--- src/rtl/cpu_step_ctrl.sv ---
// CPU clock-enable generator: free-run on every divided-clock rise, or
// single-step on each debounced button press, with a sticky halt.
module cpu_step_ctrl #(
  parameter int DEBOUNCE_TICKS = 4,
  parameter int STEP_CNT_W     = 16
) (
  input  logic                  clk,
  input  logic                  rst,
  input  logic                  slow_clk,
  input  logic                  btn_step,
  input  logic                  run_mode,
  input  logic                  halt,
  output logic                  tick,
  output logic                  cpu_en,
  output logic [STEP_CNT_W-1:0] step_cnt,
  output logic [1:0]            state_dbg
);

  typedef enum logic [1:0] {
    IDLE   = 2'b00,
    RUN    = 2'b01,
    STEP   = 2'b10,
    HALTED = 2'b11
  } state_t;

  localparam logic [7:0] DB_LAST = 8'(DEBOUNCE_TICKS - 1);

  logic       slow_s1, slow_clk_s, slow_prev;
  logic       btn_s1, btn_s;
  logic       run_s1, run_mode_s;
  logic       btn_db, press;
  logic [7:0] db_cnt;
  state_t     state;

  // NOTE: every sequential block uses non-blocking assignments so that all
  // flops sample pre-edge values, which is what makes the synchronizer
  // chains and the slow_prev edge detector behave as real shift registers.
  always_ff @(posedge clk) begin
    if (rst) begin
      slow_s1    <= 1'b0;
      slow_clk_s <= 1'b0;
      slow_prev  <= 1'b0;
      tick       <= 1'b0;
      btn_s1     <= 1'b0;
      btn_s      <= 1'b0;
      run_s1     <= 1'b0;
      run_mode_s <= 1'b0;
    end else begin
      slow_s1    <= slow_clk;
      slow_clk_s <= slow_s1;
      slow_prev  <= slow_clk_s;
      tick       <= slow_clk_s & ~slow_prev;
      btn_s1     <= btn_step;
      btn_s      <= btn_s1;
      run_s1     <= run_mode;
      run_mode_s <= run_s1;
    end
  end

  // Debounce samples only on ticks, so the filter window scales with the
  // divided clock rather than the fast clock.
  always_ff @(posedge clk) begin
    if (rst) begin
      btn_db <= 1'b0;
      db_cnt <= '0;
      press  <= 1'b0;
    end else begin
      press <= 1'b0;
      if (tick) begin
        if (btn_s != btn_db) begin
          if (db_cnt == DB_LAST) begin
            btn_db <= ~btn_db;
            db_cnt <= '0;
            press  <= ~btn_db;
          end else begin
            db_cnt <= db_cnt + 8'd1;
          end
        end else begin
          db_cnt <= '0;
        end
      end
    end
  end

  always_ff @(posedge clk) begin
    if (rst) begin
      state  <= IDLE;
      cpu_en <= 1'b0;
    end else begin
      cpu_en <= 1'b0;
      if (halt) begin
        state <= HALTED;
      end else begin
        unique case (state)
          IDLE: begin
            // run_mode takes precedence; a coincident press is discarded.
            if (run_mode_s)  state <= RUN;
            else if (press)  state <= STEP;
          end
          RUN: begin
            if (!run_mode_s) state  <= IDLE;
            else if (tick)   cpu_en <= 1'b1;
          end
          STEP: begin
            if (tick) begin
              cpu_en <= 1'b1;
              state  <= IDLE;
            end
          end
          HALTED: state <= HALTED;
          default: state <= IDLE;
        endcase
      end
    end
  end

  always_ff @(posedge clk) begin
    if (rst)         step_cnt <= '0;
    else if (cpu_en) step_cnt <= step_cnt + STEP_CNT_W'(1);
  end

  assign state_dbg = state;

endmodule
--- config.mk ---
export PLATFORM = sky130hd
export DESIGN_NAME = cpu_step_ctrl
export DESIGN_NICKNAME = d
export VERILOG_FILES = /design/src/rtl/cpu_step_ctrl.sv
export SDC_FILE = /design/constraint.sdc
export NUM_CORES = 1
export LEC_CHECK = 0
export BUFFER_PORTS_ARGS = -buffer_cell sky130_fd_sc_hd__buf_2
export CAP_MARGIN = 20
export CORE_MARGIN = 2
export CORE_UTILIZATION = 55
export DETAILED_ROUTE_END_ITERATION = 10
export GPL_TIMING_DRIVEN = 0
export MAX_ROUTING_LAYER = met4
export PLACE_DENSITY = 0.78
export SYNTH_ARGS = -nofsm -noshare
export SYNTH_HDL_FRONTEND = slang
export SYNTH_SLANG_ARGS = --single-unit
--- constraint.sdc ---
create_clock -name clk -period 3.4 [get_ports clk]
set_input_delay 0.34 -clock clk [delete_from_list [all_inputs] [get_ports clk]]
set_output_delay 0.34 -clock clk [all_outputs]
set_load 0.01 [all_outputs]
After elaboration in Yosys (flattened, before gate mapping)
Cells that the tools add are included.

Flip-flop bits (word level): 37. Input port bits: 6. Output and inout bits: 20. Logic and storage cells: 46.

Add/sub/neg operators: 2. Equality and inequality tests: 8. Muxes and demuxes: 11. Bitwise logic cells: 6. Reduce and logical (&&, ||, !) cells: 5.

Operators by type and width (count): $add A16 B1 Y16 const B (1); $mux W8 (2); $mux W2 (5); $add A8 B1 Y8 const B (1); $eq A8 B2 Y1 const B (1); $pmux W2 S4 (1); $ne A3 B3 Y1 const B (2); $reduce_and A3 Y1 (2); $not A1 Y1 (5); $eq A2 B2 Y1 const B (2); $ne A4 B4 Y1 const B (1); $reduce_or A4 Y1 (1); $eq A2 B1 Y1 const B (1); $logic_not A2 Y1 (1); $mux W1 (2); $pmux W1 S2 (1); $reduce_or A2 Y1 (1); $and A1 B1 Y1 (1); $ne A1 B1 Y1 (1).

Longest topological paths before layout
Depth after elaboration: 4. Gate-level depth with buffers: 6. Mapped depth without buffers: 6.

Least setup slack after synthesis
Ideal clock, no wire load.

Path type: register to register. Start point: reg state[0], in the netlist state_dbg[0]. End point: reg state[0], in the netlist state_dbg[0]. Setup time: 0.091 ns. Data arrival time: 1.363 ns. Required time: 3.309 ns. Setup slack: 1.946 ns. Cell stages (with the launch flop): 7. Buffers on the path: 0. Clock period less this slack: 1.454 ns. Path through: dfxtp_1 -> inv_1 -> ha_1 -> nor3b_1 -> a221oi_2 -> nor3_1 -> a311oi_1.

Cells in the longest elaborated chain, start to end: 3. Elaborated cells between the ends (all ways): 10. Those cells by class: eq/ne: 6; mux: 2; reduce/logical: 2.

RTL lines: start, declared (RTL line 33) `state_t state;`; start signal, assigned (RTL line 87) `state <= IDLE;`; start signal, assigned (RTL line 92) `state <= HALTED;`; start signal, assigned (RTL line 97) `if (run_mode_s) state <= RUN;`; $eq A2 B2 Y1, or another cell as far along (RTL line 94) `unique case (state)`; $pmux W2 S4, or another cell as far along (RTL line 94); $mux W2 / $reduce_and A3 Y1 (equally long branches).

Parallel ways exist; a longest one is shown, timed or not. A chain may end at the register's enable or synchronous reset.

Final worst setup path
Start point: reg db_cnt[0]. End point: reg db_cnt[3].

Cells in the longest elaborated chain, start to end: 3. Elaborated cells between the ends (all ways): 4. Those cells by class: add/sub: 1; eq/ne: 1; mux: 2.

RTL lines: start, declared (RTL line 32) `logic [7:0] db_cnt;`; start signal, assigned (RTL line 76) `db_cnt <= db_cnt + 8'd1;`; $add A8 B1 Y8 / $eq A8 B2 Y1 (equally long branches) (RTL line 76, 71); $mux W8 (*) (RTL line 71) `if (db_cnt == DB_LAST) begin`; $mux W8 (*) (RTL line 70) `if (btn_s != btn_db) begin`.

Every way passes the cells marked *; elsewhere a longest branch is shown, timed or not.

==> results <==
- The met2 layer wire length in the routed design is 1560 um.
- Synthesis produced a netlist with a net count of 188.
- For the final routed database, the setup TNS stands at 0 ns.
- The buffer type at the clock tree root is clkbuf_4.
- The proportion of layout cells with a drive suffix above 1 is 0.207.
- After clock tree synthesis, the clock-pin slew on the worst setup and hold paths is about 0.10 ns.
- Counting along the longest clock path gives a buffer depth of 2.
- The first-pass iteration count of the detailed router is 7.
- The final wirelength is 3040 um.
- For this run, the share of the core covered by cells in the final layout is 0.668.
- TritonCTS built the clock tree.
- From synthesis to final layout, the design area changed by 12.8%.
- Dividing the detail-routed wire length by the instance count gives between 10 and 15 um.
- The number of H-tree levels is 2.
- Yosys mapped a number of flops with a built-in enable equal to 0.
- The cell row count is 19.
- The area fraction of the dominant cell type after synthesis is 0.446.
- The most used flip-flop cell after synthesis is dfxtp_1.
- The worst stage delay on the critical path is 0.41 ns.
- The via count of the first global-routing pass came to 1240.
- After clock tree synthesis, the setup repair step added 0 buffers.
- Walking the worst path, the cells encountered are ha_1 -> nor4b_4 -> a21oi_1 -> o21bai_1 -> nor2_1.
- Synthesis inferred 37 register bits.
- The cell area after technology mapping is between 1500 and 2000 um2.
- Clock skew on the completed layout was measured at 0.0138 ns.
- The data required time of the worst path is ~3.6 ns.
- By startpoint and endpoint, the worst setup path is classified as flip-flop to flip-flop.
- The share of the clock period used by the worst path is 0.479.
- The register with the most flip-flops in the layout has 16 of them.
- The latest clock arrival within the worst-skew pair is between 0.3 and 0.4 ns.
- The share of the Yosys chip area taken by registers is 0.446.
- The total count of max-transition violations in the final report was 0.
- The number of warning messages in the yosys log is 0.
- The count of cell types in the netlist is 36.
- STA puts the critical path data arrival time at 1.85 ns.
- Detailed placement ended at an HPWL of around 2300 um.
- The chip width is between 50 and 60 um.
- At the pin with the least slew margin, the transition time is 0.479 ns.
- The initial antenna violation count is 0.
- Hold timing on the final database bottoms out at a slack of 0.213 ns.
- Using the TritonRoute via totals, the vias-per-cell ratio works out to 5.48.
- Along the worst path, the maximum fanout reaches 5.
- The first-pass GRT wire length is roughly 4900 um.
- The checks that failed: design-rule violations.
- The class of the tightest hold or removal check is input pin to flip-flop.
- In this run the power density over the cells is roughly 380 nW/um2.
- The startpoint kind of the worst setup timing path is a flip-flop.
- The analysis attributes to cell leakage a power of roughly 0.75 nW.
- The share of synthesized registers carrying an async set or reset is 0.
- The total via count after detailed routing is 1310.
- The total congestion overflow after global routing is 0.
- Across the VDD grid, the largest voltage drop is 0.333 mV.
- The cell with the largest stage delay on the worst path is dfxtp_1.
- The kind of end point of the critical path is a flip-flop.
- 0 antenna diodes ended up in the layout.
- The worst path buffer plus inverter count is 0.
- The detailed-route wire length on metal 1 is roughly 1300 um.
- Fill cells in the final layout number 249.
- The tool flagged a number of max-cap violations equal to 0.
- The number of clock buffers added by TritonCTS is 5.
- Setup violations remaining at the end of the flow were counted as 0.
- The detail route stage leaves a number of antenna-violating nets equal to 0.
- The die covers 3470 um2.
- Ranked by total cell area, the synthesized netlist is headed by dfxtp_1 45%, ha_1 5.3%, xnor2_1 5.3%.
- For this design the top-level I/O count stands at 26.
- The initial utilization of the core area, before any placement, comes to 0.592.
- Ranked by flip-flop count, first place goes to step_cnt.
- The placer's final routability congestion estimate is approximately 0.8.
- The run finished, with violations left.
- After detailed routing, the number of remaining DRC violations is 1.
- The height of the die is 58.9 um.
- The net total in the final layout is 220.
- In this run the tool buffered the top-level ports with 25 buffer cells.
- The highest layer touched by signal routing is met4.
- In the global route stage, overall resource usage came out at 0.198.
- The hold violation total from the final report is 0.
- The count of routing violations after the opening detailed-route iteration is 33.
- The overall power after layout is 720 uW.
- The average footprint of a synthesized cell is 9.49 um2.
- In this design, the largest share of critical-path delay is due to simple AND/OR/NAND/NOR gates.
- In this run the tightest slew margin relative to its limit is 0.678.
- Entering global routing, the biggest net connects 11 pins.
- The number of gates given a new drive strength after cts is 0.
- The clock period could shrink to about 1.6 ns.
- After detailed routing, the met3 layer carries around 130 um of wire.
- Setup repair after global routing left no endpoint under its margin.
- The area of the core is 2810 um2.
- In this run, post-CTS hold repair placed 0 buffers.
- For this run, the top clock speed supported by timing is roughly 610 MHz.
- The most area-hungry cell type in the Yosys netlist is dfxtp_1.
- The clock sink total is 37.
- After technology mapping, the gate count stands at 175.
## worst reg2reg max path, cell delays in order (launching register included)
cell and delay, ns:
dfxtp_1 0.41, ha_1 0.27, nor4b_4 0.33, a21oi_1 0.16, o21bai_1 0.25, nor2_1 0.09
## metal layers
layer,up-vias,GRT usage
met5,-,-
li1,670,-
met2,27,0.333
met3,6,0.0681
met1,607,0.197
met4,0,0.114
## logic make-up after synthesis
family	Yosys count	share of synthesized area
AO/OA/AOI/OAI	19	0.0738
adder cells (fa/ha/maj)	7	0.0527
multiplexers	4	0.0241
buffers and inverters	12	0.0301
flip-flops	37	0.446
AND/OR/NAND/NOR	79	0.283
XOR/XNOR	17	0.0897
## cell type report
class	instances	area, um2	area share
Multi-Input combinational cell	126	870	0.464
Sequential cell	37	741	0.395
Timing Repair Buffer	25	125	0.0668
Clock buffer	8	48.8	0.0261
Tap cell	31	38.8	0.0207
Inverter	7	26.3	0.0140
Buffer	5	23.8	0.0127
## report_power, final
part | internal (mW) | switching (mW)
sequential | 0.441 | 0.00682
clock | 0.0824 | 0.131
combinational | 0.0249 | 0.0340
## layout by cell type (no fill, tap or decap), drive strengths merged, types with 2 or more instances in the layout
cell type	instances
dfxtp	37
buf	28
nor2	20
nand2	11
a21oi	11
xnor2	10
clkbuf	10
nand4	9
nor2b	8
nor3	7
nand3	7
xor2	7
ha	7
inv	7
nor4	5
mux2i	4
o21ai	3
nand2b	2
and3	2
and2	2
a311oi	2
or3	2
nor4b	2
## synth_stat cells (4+ instances only)
master    n
dfxtp_1  37
nand2_1  11
nand3_1   7
nor2_1   19
a21oi_1  11
mux2i_1   4
xnor2_1  10
xor2_1    7
nor4_2    4
ha_1      7
nand4_1   7
nor2b_1   8
inv_1     6
nor3_1    7
## worst paths after layout
kind	startpoint	end	slack [ns]	depth (start not counted)
worst min-delay path	halt	cpu_en$_SDFF_PP0_	0.21	2
worst max register to register	db_cnt[0]$_SDFFE_PP0P_	db_cnt[3]$_SDFFE_PP0P_	1.77	5
worst max-delay path	db_cnt[0]$_SDFFE_PP0P_	db_cnt[3]$_SDFFE_PP0P_	1.77	5
worst min register to register	slow_prev$_SDFF_PP0_	tick$_SDFF_PP0_	0.39	1
## metrics by stage
step	area (um2)	instances	worst slack [ns]
global placement	1820	231	1.88
finish	1870	239	1.77
detailed placement	1820	231	1.82
CTS	1870	239	1.79
floorplan	1660	175	1.95
global route	1870	239	1.65
Power figures use the tool's default switching activity.
